===== config.mk =====
export PLATFORM = sky130hd
export DESIGN_NAME = ofdm_frame_sequencer
export DESIGN_NICKNAME = d
export VERILOG_FILES = /design/src/rtl/ofdm_framer_pkg.sv /design/src/rtl/ofdm_slot_counter.sv /design/src/rtl/ofdm_frame_sequencer.sv
export SDC_FILE = /design/constraint.sdc
export NUM_CORES = 1
export LEC_CHECK = 0
export BUFFER_PORTS_ARGS = -buffer_cell sky130_fd_sc_hd__buf_2
export CAP_MARGIN = 10
export CORE_AREA = 3 3 328 330
export CTS_BUF_LIST = sky130_fd_sc_hd__clkbuf_8 sky130_fd_sc_hd__clkbuf_16
export DETAILED_ROUTE_END_ITERATION = 7
export DIE_AREA = 0 0 331 333
export PLACE_DENSITY = 0.42
export SLEW_MARGIN = 20
export SYNTH_ARGS = -nofsm -noshare
export SYNTH_HDL_FRONTEND = slang
export SYNTH_SLANG_ARGS = --single-unit

===== constraint.sdc =====
create_clock -name aclk -period 5 [get_ports aclk]
set_input_delay 0.25 -clock aclk [delete_from_list [all_inputs] [get_ports aclk]]
set_output_delay 0.25 -clock aclk [all_outputs]
set_load 0.01 [all_outputs]

===== src/rtl/ofdm_framer_pkg.sv =====
// rtl/ofdm_framer_pkg.sv - shared slot types, sequencer states and slot classification helpers
package ofdm_framer_pkg;

    typedef enum logic [1:0] {
        DATA  = 2'd0,
        PILOT = 2'd1,
        SYNC  = 2'd2
    } slot_type_e;

    typedef enum logic {
        IDLE = 1'b0,
        RUN  = 1'b1
    } seq_state_e;

    // Pilot polarity alternates every density subcarriers: +1 on even multiples.
    function automatic logic pilot_bit(input logic [31:0] subc, input logic [31:0] density);
        return (subc % (density << 1)) == 32'd0;
    endfunction

    function automatic slot_type_e classify_slot(input logic is_sync, input logic is_pilot);
        if (is_sync)
            return SYNC;
        if (is_pilot)
            return PILOT;
        return DATA;
    endfunction

endpackage


===== src/rtl/ofdm_slot_counter.sv =====
// rtl/ofdm_slot_counter.sv - nested subcarrier/symbol counter with wrap flags and look-ahead outputs
module ofdm_slot_counter #(
    parameter int USED_CARRIERS     = 800,
    parameter int SYMBOLS_PER_FRAME = 10,
    parameter int CNT_W             = 10
) (
    input  logic             aclk,
    input  logic             areset,
    input  logic             clear,
    input  logic             advance,
    output logic [CNT_W-1:0] subc,
    output logic [CNT_W-1:0] symbol,
    output logic [CNT_W-1:0] next_subc,
    output logic [CNT_W-1:0] next_symbol,
    output logic             last_subc,
    output logic             last_slot
);

    assign last_subc = (subc == CNT_W'(USED_CARRIERS - 1));
    assign last_slot = last_subc && (symbol == CNT_W'(SYMBOLS_PER_FRAME - 1));

    always_comb begin
        next_subc   = subc;
        next_symbol = symbol;
        if (clear) begin
            next_subc   = '0;
            next_symbol = '0;
        end else if (advance) begin
            if (last_subc) begin
                next_subc   = '0;
                next_symbol = symbol + CNT_W'(1);
            end else begin
                next_subc   = subc + CNT_W'(1);
            end
        end
    end

    always_ff @(posedge aclk or posedge areset) begin
        if (areset) begin
            subc   <= '0;
            symbol <= '0;
        end else begin
            subc   <= next_subc;
            symbol <= next_symbol;
        end
    end

endmodule


===== src/rtl/ofdm_frame_sequencer.sv =====
// rtl/ofdm_frame_sequencer.sv - per-slot control token generator; pilots gated by OFDM_SEQ_PILOT_EN
import ofdm_framer_pkg::*;

module ofdm_frame_sequencer #(
    parameter int SYMBOLS_PER_FRAME = 10,
    parameter int SYNC_SYMBOLS      = 1,
    parameter int USED_CARRIERS     = 800,
    parameter int PILOT_DENSITY     = 5,
    parameter int CNT_W             = 10
) (
    input  logic                     aclk,
    input  logic                     areset,
    input  logic                     frame_start,
    input  logic                     frame_abort,
    input  logic [USED_CARRIERS-1:0] sync_word,
    output logic                     m_axis_ctrl_tvalid,
    input  logic                     m_axis_ctrl_tready,
    output logic                     m_axis_ctrl_tlast,
    output logic                     m_axis_ctrl_tuser,
    output logic [1:0]               ctrl_type,
    output logic                     ctrl_bit,
    output logic [CNT_W-1:0]         ctrl_subc,
    output logic [CNT_W-1:0]         ctrl_symbol,
    output logic                     busy,
    output logic                     frame_done,
    output logic [15:0]              frame_count
);

    seq_state_e       state;
    logic             fire, start_ok, last_done, adv, load;
    logic             last_subc, last_slot;
    logic [CNT_W-1:0] next_subc, next_symbol;
    logic             nxt_sync, nxt_pilot, nxt_pbit, nxt_sync_bit, nxt_tlast;
    slot_type_e       nxt_type;

    assign m_axis_ctrl_tvalid = (state == RUN);
    assign busy               = (state == RUN);

    assign fire      = m_axis_ctrl_tvalid & m_axis_ctrl_tready;
    assign start_ok  = (state == IDLE) & frame_start & ~frame_abort;
    assign last_done = fire & last_slot & ~frame_abort;
    assign adv       = fire & ~last_slot & ~frame_abort;
    assign load      = start_ok | adv;

    ofdm_slot_counter #(
        .USED_CARRIERS    (USED_CARRIERS),
        .SYMBOLS_PER_FRAME(SYMBOLS_PER_FRAME),
        .CNT_W            (CNT_W)
    ) u_cnt (
        .aclk       (aclk),
        .areset     (areset),
        .clear      (start_ok),
        .advance    (adv),
        .subc       (ctrl_subc),
        .symbol     (ctrl_symbol),
        .next_subc  (next_subc),
        .next_symbol(next_symbol),
        .last_subc  (last_subc),
        .last_slot  (last_slot)
    );

    // Token fields are computed from the counter's next value so they register alongside it.
    always_comb begin
        nxt_sync     = (next_symbol < CNT_W'(SYNC_SYMBOLS));
        nxt_sync_bit = 1'b0;
        for (int k = 0; k < USED_CARRIERS; k++)
            if (next_subc == CNT_W'(k))
                nxt_sync_bit = sync_word[k];
`ifdef OFDM_SEQ_PILOT_EN
        nxt_pilot = ((32'(next_subc) % 32'(PILOT_DENSITY)) == 32'd0);
        nxt_pbit  = pilot_bit(32'(next_subc), 32'(PILOT_DENSITY));
`else
        nxt_pilot = 1'b0;
        nxt_pbit  = 1'b0;
`endif
        nxt_type  = classify_slot(nxt_sync, nxt_pilot);
        nxt_tlast = ~start_ok & ~last_subc & (ctrl_subc == CNT_W'(USED_CARRIERS - 2));
    end

    always_ff @(posedge aclk or posedge areset) begin
        if (areset) begin
            state       <= IDLE;
            frame_done  <= 1'b0;
            frame_count <= '0;
        end else begin
            frame_done <= last_done;
            if (last_done)
                frame_count <= frame_count + 16'd1;
            case (state)
                IDLE:    if (start_ok) state <= RUN;
                RUN:     if (frame_abort || last_done) state <= IDLE;
                default: state <= IDLE;
            endcase
        end
    end

    always_ff @(posedge aclk or posedge areset) begin
        if (areset) begin
            ctrl_type         <= 2'd0;
            ctrl_bit          <= 1'b0;
            m_axis_ctrl_tlast <= 1'b0;
            m_axis_ctrl_tuser <= 1'b0;
        end else if (load) begin
            ctrl_type         <= nxt_type;
            ctrl_bit          <= nxt_sync ? nxt_sync_bit : (nxt_pilot & nxt_pbit);
            m_axis_ctrl_tlast <= nxt_tlast;
            m_axis_ctrl_tuser <= start_ok;
        end
    end

endmodule


==> flow_summary.toml, run 1 <==
[run_status]
status = "complete, no violations"

[cells_and_area]
drive_gt1_frac = 0.477
fin_area_um2 = 23500
area_delta_synth_final_pct = 73.0
layout.cells.non_filler = 4578
final_nets = 3953
fillers = 12300

[routing]
dr.first_iter.drc_count = 3585
wl_mm = 191
drc = 0
drt-wirelength-per-cell_um = 41.8
via_count = 26200
vias_per_cell = 5.73
route.antenna.remaining_nets = 0
dr.pass1.iters = 6

[grt]
groute.usage.overall = 0.326
grt_remaining_overflow = 0
grt_pass1_wl_mm = 242
grt_max_degree = 43
antenna_found_initial = 121
grt_pass1_vias = 25000

[critical_path]
critical_path_class = "reg2reg"
required_ns = 5.19
end_kind = "flip-flop"
worst_setup_path_start_kind = "flip-flop"
cpLargestDelayFamily = "compound AO/OA/AOI/OAI gates"
critPathSlowestCell = "a2bb2oi_1"
cpPeakStageDelay_ns = 0.43
path_common_cell = "buf_4"
critPathBufInv = 6
worstPathArrival_ns = 5.13
path_max_fanout = 22
path_cells = "nand4bb_4 > buf_4 > o31ai_4 > buf_4 > a2bb2oi_4 > buf_4 > a2111oi_4 > buf_4 > a221oi_1 > a2bb2oi_1 > a21oi_1 > or3_1 > a222oi_1 > buf_4 > a21boi_1 > buf_4 > nor4_4 > a311o_1"

[logic_synthesis]
synth_top_area_share = 0.0773
yosysSeqAreaShare = 0.0773
yosys_register_bits = 42
synthesis.area_um2 = 13600
synth_edf_count = 0
netlist_instances = 2003
synth-main-ff-cell = "dfrtp_1"
syn_nets = 2813
ys_types = 124
yosysTopAreaCell = "dfrtp_1"
ys_top_cells_by_area = "dfrtp_1 (7.7%), nor2_1 (5.4%), a21oi_1 (5.0%), nand2_1 (4.9%), o21ai_0 (4.2%)"
synthArstFlopShare = 1.00
syn-mean-instance-area_um2 = 6.79
ys_warn_count = 0

[die]
die_w_um = 331
core_um2 = 105000
initial_core_util = 0.129
row_count = 119
ios = 849
fp.dieH_um = 333
die_area_um2 = 110000

[place]
place_ws_ns = -0.765
placed_area_um2 = 22700
gp_congestion = 1.01
place_hpwl_mm = 163
place_inst = 4508
io_buffers = 847

[cts]
cts_buffers = 5
cts_htree_levels = 2
clockRootBuffer = "clkbuf_16"
cts_tree = "yes"
clkSinkCount = 42
clockBufferDepth = 2
insertion_delay_ns = 0.31
cts.clk_slew.worst_paths_ns = 0.09

[pwr]
p_total_mw = 3.26
peakVddDrop_uv = 111
p_leak_nw = 10.1
powerDensity_nw_per_um2 = 139

[sta]
fin_hold_ws_ns = 0.100
hold_violations = 0
final-setup-viol-count = 0
relSlewSlack = 0.409
fmax_mhz = 202
finalWorstSetupSlack_ns = 0.0595
finalCritPeriodShare = 0.988
worstMarginPinSlew_ns = 0.887
finalCriticalPeriod_ns = 4.94
maxSlewViolCount = 0
clock_skew_ns = 0.0227

[flow_run]
maxCapViolations = 0

[worst_hold_path]
worstHoldPathType = "in2async"
==> power breakdown <==
group,leakage [nW],switching (mW),total [mW],internal [mW]
clock,0.0832,0.163,0.411,0.248
combinational,9.45,1.59,2.48,0.888
sequential,0.570,0.0239,0.375,0.351
total,10.1,1.77,3.26,1.49
==> layout make-up <==
type | instances | area (µm²) | area share
flip-flops and latches | 42 | 1050 | 0.0448
clock buffers | 6 | 139 | 0.00591
diodes | 44 | 110 | 0.00468
well taps | 1391 | 1740 | 0.0740
multi-input cells | 1740 | 12000 | 0.512
repair buffers | 1317 | 8270 | 0.352
inverters | 37 | 140 | 0.00596
clock inverters | 1 | 30.0 | 0.00128
==> stage by stage <==
step,utilization,setup TNS [ns]
after floorplan,-,0
after global placement,0.216,-1.02
after detailed placement,0.216,-0.765
after CTS,0.219,0
after global routing,0.223,-0.0212
final,0.224,0
==> flip-flops by register name, summed over array words and instances, names as in the netlist <==
signal and count:
u_cnt.symbol 10, frame_done 1, ctrl_type 1, m_axis_ctrl_tuser 1
busy 1, ctrl_bit 1, frame_count 16, u_cnt.subc 10
m_axis_ctrl_tlast 1
==> repair_timing <==
action	4_1_cts	5_1_grt
pin swaps	7	12
resized for setup	27	53
setup buffers	10	11
setup endpoints to repair	1	1
hold buffers	0	0
==> worst paths after layout <==
path	startpoint	endpoint	slack [ns]	cells after the start
worst max-delay path	u_cnt.subc[6]	ctrl_bit	0.06	18
worst min register to register	m_axis_ctrl_tuser	m_axis_ctrl_tuser	0.48	2
max in group asynchronous	areset	u_cnt.subc[0]	4.31	2
worst max register to register	u_cnt.subc[6]	ctrl_bit	0.06	18
min in group aclk	m_axis_ctrl_tuser	m_axis_ctrl_tuser	0.48	2
worst min-delay path	areset	frame_count[4]	0.10	2
==> Yosys cell counts (39+ instances only) <==
cell type / n
dfrtp_1: 42
a221oi_1: 64
a21oi_1: 135
nor2_1: 196
nor3_1: 73
buf_2: 83
nand3_1: 66
clkbuf_1: 68
o22ai_1: 80
o221ai_1: 49
nand2_1: 176
o21ai_0: 114
nor4_1: 39
==> cells in the final DEF (no fill, tap or decap), drive strengths merged, types with 11 or more instances in the layout <==
cell type and n:
a2111oi 19, a211oi 36, a21o 17, a21oi 139, a221o 25, a221oi 66
a222oi 15, a22oi 36, a31o 11, a31oi 37, and2 13, and3 16
buf 1317, dfrtp 42, diode 44, inv 36, nand2 181, nand2b 13
nand3 69, nand4 35, nor2 199, nor3 82, nor4 47, o2111ai 22
o211ai 36, o21a 31, o21ai 133, o221a 21, o221ai 50, o22a 12
o22ai 83, o311ai 12, o31a 12, o31ai 28, o41ai 13, or3 20
or4 11, xnor2 21
==> per-layer routing <==
layer | vias up | GRT usage | part of all wire
li1 | 10600 | - | -
met3 | 427 | 0.0852 | 0.11
met4 | 48 | 0.106 | 0.038
met2 | 2083 | 0.545 | 0.47
met1 | 13100 | 0.406 | 0.39
met5 | - | 0 | 0.0017
==> cell families (layout without fill, tap and decap cells) <==
kind of cell | count (synthesis) | in the layout | share of synthesized area
AOI/OAI and AO/OA | 964 | 964 | 0.540
xor gates and xnor gates | 27 | 27 | 0.0174
adders and majority gates | 5 | 5 | 0.00460
buffers and inverters | 221 | 1361 | 0.0755
DFF | 42 | 42 | 0.0773
muxes | 2 | 2 | 0.00156
other | 1 | 45 | 0.000276
and+or+nand+nor | 741 | 741 | 0.284
Power figures use the tool's default switching activity.
==> run 2: changes to the inputs <==
--- a/config.mk
+++ b/config.mk
@@ -8,7 +8,7 @@
 export BUFFER_PORTS_ARGS = -buffer_cell sky130_fd_sc_hd__buf_2
 export CAP_MARGIN = 10
 export CORE_AREA = 3 3 328 330
-export CTS_BUF_LIST = sky130_fd_sc_hd__clkbuf_8 sky130_fd_sc_hd__clkbuf_16
+export CTS_BUF_LIST = sky130_fd_sc_hd__clkbuf_4
 export DETAILED_ROUTE_END_ITERATION = 7
 export DIE_AREA = 0 0 331 333
 export PLACE_DENSITY = 0.42
==> flow_summary.toml, run 2 (synthesized netlist as in run 1, its figures left out) <==
[place]
io_buffers = 847
placed_area_um2 = 22700
gp_congestion = 1.01
place_hpwl_mm = 163
place_inst = 4508

[cts]
clkSinkCount = 42
clockBufferDepth = 2
cts_buffers = 5
cts.clk_slew.worst_paths_ns = 0.20
clockRootBuffer = "clkbuf_4"
cts_tree = "yes"
cts_htree_levels = 2
insertion_delay_ns = 0.43

[flow_run]
maxCapViolations = 0

[routing]
dr.first_iter.drc_count = 3545
drt-wirelength-per-cell_um = 41.8
wl_mm = 191
via_count = 26200
vias_per_cell = 5.71
dr.pass1.iters = 7
route.antenna.remaining_nets = 0
drc = 0

[pwr]
powerDensity_nw_per_um2 = 133
p_leak_nw = 10.1
peakVddDrop_uv = 97.5

[sta]
fin_hold_ws_ns = -0.0470
finalCritPeriodShare = 0.988
worstMarginPinSlew_ns = 0.972
maxSlewViolCount = 0
rsz0062_at_grt = "no"
hold_violations = 19
relSlewSlack = 0.352
final-setup-viol-count = 0
clock_skew_ns = 0.0518
finalCriticalPeriod_ns = 4.94
fmax_mhz = 202

[grt]
antenna_found_initial = 116
groute.usage.overall = 0.326
grt_max_degree = 43
grt_remaining_overflow = 0
grt_pass1_vias = 25000
grt_pass1_wl_mm = 242

[critical_path]
critical_path_class = "reg2reg"
path_max_fanout = 28
end_kind = "flip-flop"
path_cells = "buf_4 > nor3b_4 > buf_12 > nor2_1 > a2bb2oi_4 > nor4_4 > buf_4 > buf_4 > a22oi_1 > a21o_1 > a2111o_1 > a311oi_2 > nor4b_2 > buf_4 > o211ai_1 > nor3_2 > a311o_1"
cpPeakStageDelay_ns = 0.43
worstPathArrival_ns = 5.32
worst_setup_path_start_kind = "flip-flop"
required_ns = 5.38
critPathSlowestCell = "nor3_2"
path_common_cell = "buf_4"

[die]
initial_core_util = 0.129
die_w_um = 331
ios = 849
core_um2 = 105000
die_area_um2 = 110000
fp.dieH_um = 333
row_count = 119

[run_status]
status = "finished with violations"
violations = "hold timing"

[cells_and_area]
layout.cells.non_filler = 4578
largest_register = "frame_count"
fin_area_um2 = 23400
reg_top3 = "frame_count (16), u_cnt.subc (10), u_cnt.symbol (10)"
final_nets = 3952
fillers = 12300
largest_register_ffs = 16
mostFrequentLayoutCells = "buf_2 (847), buf_4 (423), nor2_1 (190), nand2_1 (174), a21oi_1 (132)"
drive_gt1_frac = 0.478
final_common_cell = "buf_2"
area_delta_synth_final_pct = 72.4

[worst_hold_path]
worstHoldPathType = "in2async"
[run 2: area by class of cell]
cell class	count	area, µm²	area share
multi-input cells	1741	12100	0.514
repair buffers	1315	8260	0.352
well taps	1391	1740	0.0742
flip-flops and latches	42	1050	0.0449
inverters	37	140	0.00598
diodes	45	113	0.00480
clock buffers	5	37.5	0.00160
clock inverters	2	33.8	0.00144
[run 2: per-stage QoR]
step / utilization / power (mW) / TNS (ns) / worst slack (ns)
6_report: 0.223 / 3.11 / 0 / 0.0604
5_1_grt: 0.222 / 3.15 / 0 / 0.00759
4_1_cts: 0.219 / 2.99 / 0 / 0.00411
3_5_place_dp: 0.216 / 2.70 / -0.765 / -0.765
3_3_place_gp: 0.216 / 2.72 / -1.02 / -1.02
2_1_floorplan: - / 1.19 / 0 / 0.970
[run 2: power by group]
group	total (mW)	switching, mW	internal [mW]
Combinational	2.49	1.60	0.892
Sequential	0.374	0.0226	0.351
Clock	0.253	0.151	0.101
Total	3.11	1.77	1.34
[run 2: path summary, 6_finish.rpt]
path / slack [ns] / cells after the start / to / startpoint
worst max-delay path: 0.06 / 17 / ctrl_bit / busy
worst min-delay path: -0.05 / 2 / frame_count[6] / areset
worst max register to register: 0.06 / 17 / ctrl_bit / busy
worst min register to register: 0.49 / 1 / frame_count[10] / frame_count[10]
max in group asynchronous: 4.45 / 2 / u_cnt.subc[5] / areset
min in group aclk: 0.37 / 4 / busy / m_axis_ctrl_tready
[run 2: repair_timing]
item                       CTS  global route
hold buffers                 0             0
pin swaps                    6            13
setup endpoints to repair    1             1
buffers inserted             9             9
resized for setup           30            54
gates cloned                 0             1
[run 2: worst max-delay path, delay by kind of cell (launching register included)]
kind	cells	cell delay, ns
compound gates	7	1.75
buf+inv	5	1.13
flops	1	0.40
simple gates	5	1.60
[run 2: layer usage]
metal  routed length (µm)  vias to the layer above  GRT usage
met5                  313                        -          0
met4                 7810                       46      0.108
met3                20500                      479     0.0905
met2                89000                     2111      0.543
met1                73800                    13000      0.404
li1                     -                    10600          -
==> run 3: changes to the inputs <==
--- a/config.mk
+++ b/config.mk
@@ -7,12 +7,14 @@
 export LEC_CHECK = 0
 export BUFFER_PORTS_ARGS = -buffer_cell sky130_fd_sc_hd__buf_2
 export CAP_MARGIN = 10
-export CORE_AREA = 3 3 328 330
+export CORE_AREA = 3 3 325 327
 export CTS_BUF_LIST = sky130_fd_sc_hd__clkbuf_4
 export DETAILED_ROUTE_END_ITERATION = 7
-export DIE_AREA = 0 0 331 333
-export PLACE_DENSITY = 0.42
+export DIE_AREA = 0 0 328 330
+export PLACE_DENSITY = 0.43
+export REMOVE_ABC_BUFFERS = 1
 export SLEW_MARGIN = 20
 export SYNTH_ARGS = -nofsm -noshare
 export SYNTH_HDL_FRONTEND = slang
+export SYNTH_HIERARCHICAL = 1
 export SYNTH_SLANG_ARGS = --single-unit
==> flow_summary.toml, run 3 <==
[sta]
finalWorstSetupSlack_ns = -0.0266
hold_violations = 0
relSlewSlack = 0.322
maxSlewViolCount = 0
fmax_mhz = 199
worstMarginPinSlew_ns = 1.02
clock_skew_ns = 0.0484
finalCriticalPeriod_ns = 5.03
fin_hold_ws_ns = 0.0211
fin_tns_setup_ns = -0.0266
finalCritPeriodShare = 1.01
final-setup-viol-count = 1
rsz0062_at_grt = "yes"

[die]
ios = 849
die_w_um = 328
row_count = 118
core_um2 = 103000
initial_core_util = 0.137
fp.dieH_um = 330
die_area_um2 = 108000

[cells_and_area]
final_common_cell = "buf_2"
fillers = 11800
final_nets = 4327
largest_register = "frame_count"
mostFrequentLayoutCells = "buf_2 (847), buf_4 (614), nand2_1 (259), a21oi_1 (231), o21ai_0 (216)"
largest_register_ffs = 16
reg_top3 = "frame_count (16), u_cnt/subc (10), u_cnt/symbol (10)"
drive_gt1_frac = 0.506
area_delta_synth_final_pct = 88.3

[routing]
route.antenna.remaining_nets = 0
vias_per_cell = 5.18
drt-wirelength-per-cell_um = 35.4
wl_mm = 176
dr.pass1.iters = 5
via_count = 25700
dr.first_iter.drc_count = 2276
drc = 0

[grt]
grt_max_degree = 40
grt_pass1_wl_mm = 226
groute.usage.overall = 0.305
grt_pass1_vias = 25300
grt_remaining_overflow = 0
antenna_found_initial = 148

[pwr]
peakVddDrop_uv = 83.4
p_leak_nw = 11.7
p_total_mw = 3.63
powerDensity_nw_per_um2 = 136

[logic_synthesis]
synth.most_common_cell = "nand2_1"
synthArstFlopShare = 1.00
synth-main-ff-cell = "dfrtp_1"
yosysSeqAreaShare = 0.0743
ys_warn_count = 6
yosys_register_bits = 42
syn-mean-instance-area_um2 = 6.53
ys_top_cells_by_area = "a21oi_1 (8.5%), o21ai_0 (7.9%), dfrtp_1 (7.4%), nand2_1 (7.1%), mux2i_1 (5.9%)"
synthesis.area_um2 = 14100
ys_types = 102
ys_top_cells_by_count = "nand2_1 (266), a21oi_1 (239), o21ai_0 (222), nor2_1 (180), clkbuf_1 (85)"
synth_edf_count = 0
yosysTopAreaCell = "a21oi_1"
synth_top_area_share = 0.0845
netlist_instances = 2168

[worst_hold_path]
worstHoldPathType = "in2async"

[critical_path]
worst_setup_path_start_kind = "flip-flop"
path_max_fanout = 6
critical_path_class = "reg2reg"
required_ns = 5.31
worstPathArrival_ns = 5.33
end_kind = "flip-flop"
r2r_slack_ns = -0.03

[cts]
cts_hold_buf = 0
clockBufferDepth = 2
cts.clk_slew.worst_paths_ns = 0.19
clockRootBuffer = "clkbuf_4"
cts_htree_levels = 2
insertion_delay_ns = 0.40
clkSinkCount = 42
cts_tree = "yes"
cts_buffers = 5

[flow_run]
maxCapViolations = 0

[run_status]
status = "finished with violations"
violations = "setup timing"

[place]
gp_congestion = 0.971
place_hpwl_mm = 151
io_buffers = 847
place_ws_ns = -0.896
-- run 3: cell types whose count changed after synthesis, moves of 22 or more --
cell	before	now
o22ai_1	80	36
mux2_2	1	31
nor2b_1	8	38
nand2_1	176	266
nor3_1	73	42
nor4_1	39	12
o221ai_1	49	19
buf_4	13	47
o21a_1	31	9
o21ai_0	114	222
a21oi_1	135	239
mux2i_1	1	83
a221oi_1	64	32
-- run 3: cells by family (layout without fill, tap and decap cells) --
group | Yosys count | after routing | synth area share
compound gates | 961 | 961 | 0.446
simple gates | 772 | 773 | 0.284
buf+inv | 242 | 1592 | 0.0872
mux | 116 | 116 | 0.0866
flops | 42 | 42 | 0.0743
xor+xnor | 30 | 30 | 0.0186
fa+ha+maj | 4 | 4 | 0.00354
other cells | 1 | 63 | 0.000265
-- run 3: stage by stage --
stage | cell area, µm² | utilization | cells
floorplan | 13000 | - | 1944
global placement | 24800 | 0.241 | 4815
detailed placement | 24800 | 0.241 | 4815
CTS | 25800 | 0.250 | 4867
global route | 26500 | 0.257 | 4922
finish | 26600 | 0.258 | 4961
-- run 3: metal layers --
layer  vias to the layer above  share of wire  wire (µm)  track usage
met5                         -         0.0040        710            0
met2                      1487           0.46      80500        0.508
met3                       396          0.089      15600       0.0834
met4                       120          0.044       7760        0.105
met1                     12500           0.41      71200        0.377
li1                      11200              -          -            -
-- run 3: worst paths after layout --
| kind | startpoint | endpoint | cells after the start |
|---|---|---|---|
| setup / recovery | u_cnt/subc[8] | ctrl_bit | 23 |
| hold / removal | areset | u_cnt/symbol[7] | 2 |
| setup reg to reg | u_cnt/subc[8] | ctrl_bit | 23 |
| hold reg to reg | m_axis_ctrl_tlast | m_axis_ctrl_tlast | 2 |
| max in group asynchronous | areset | frame_count[8] | 2 |
| min in group aclk | m_axis_ctrl_tready | busy | 2 |
-- run 3: what timing repair did --
action	4_1_cts	5_1_grt
gates cloned	2	0
endpoints found under the setup margin	1	1
pin swaps	44	50
gates resized for setup	107	74
buffers inserted	42	32
-- run 3: final cells by class --
type	count	area, µm²	area share
Clock inverter	3	16.3	0.000611
Timing Repair Buffer	1566	10700	0.403
Clock buffer	5	37.5	0.00141
Multi-Input combinational cell	1885	12900	0.483
Tap cell	1380	1730	0.0648
Antenna cell	62	155	0.00582
Sequential cell	42	1050	0.0395
Inverter	18	75.1	0.00282
-- run 3: worst max-delay path, stage by stage (launching register included) --
cell and delay (ns):
dfrtp_1 0.41, and4b_1 0.23, nand3_2 0.10, inv_2 0.05
and3_4 0.15, nor4bb_4 0.40, nand2_2 0.15, nor4_4 0.26
or2_4 0.23, buf_6 0.12, nor2_4 0.07, buf_4 0.19
nor2_2 0.30, buf_4 0.22, buf_4 0.17, a21oi_1 0.09
o41ai_2 0.37, buf_4 0.20, o211ai_1 0.16, nor4b_4 0.33
buf_4 0.18, o2111ai_4 0.16, nor4b_2 0.25, a31oi_1 0.12
-- run 3: power by group --
group          leakage (nW)  total [mW]  switching [mW]  internal, mW
clock network        0.0290       0.196           0.143        0.0526
registers             0.578       0.356         0.00786         0.348
logic                  11.1        3.08            1.80          1.28
total                  11.7        3.63            1.95          1.68
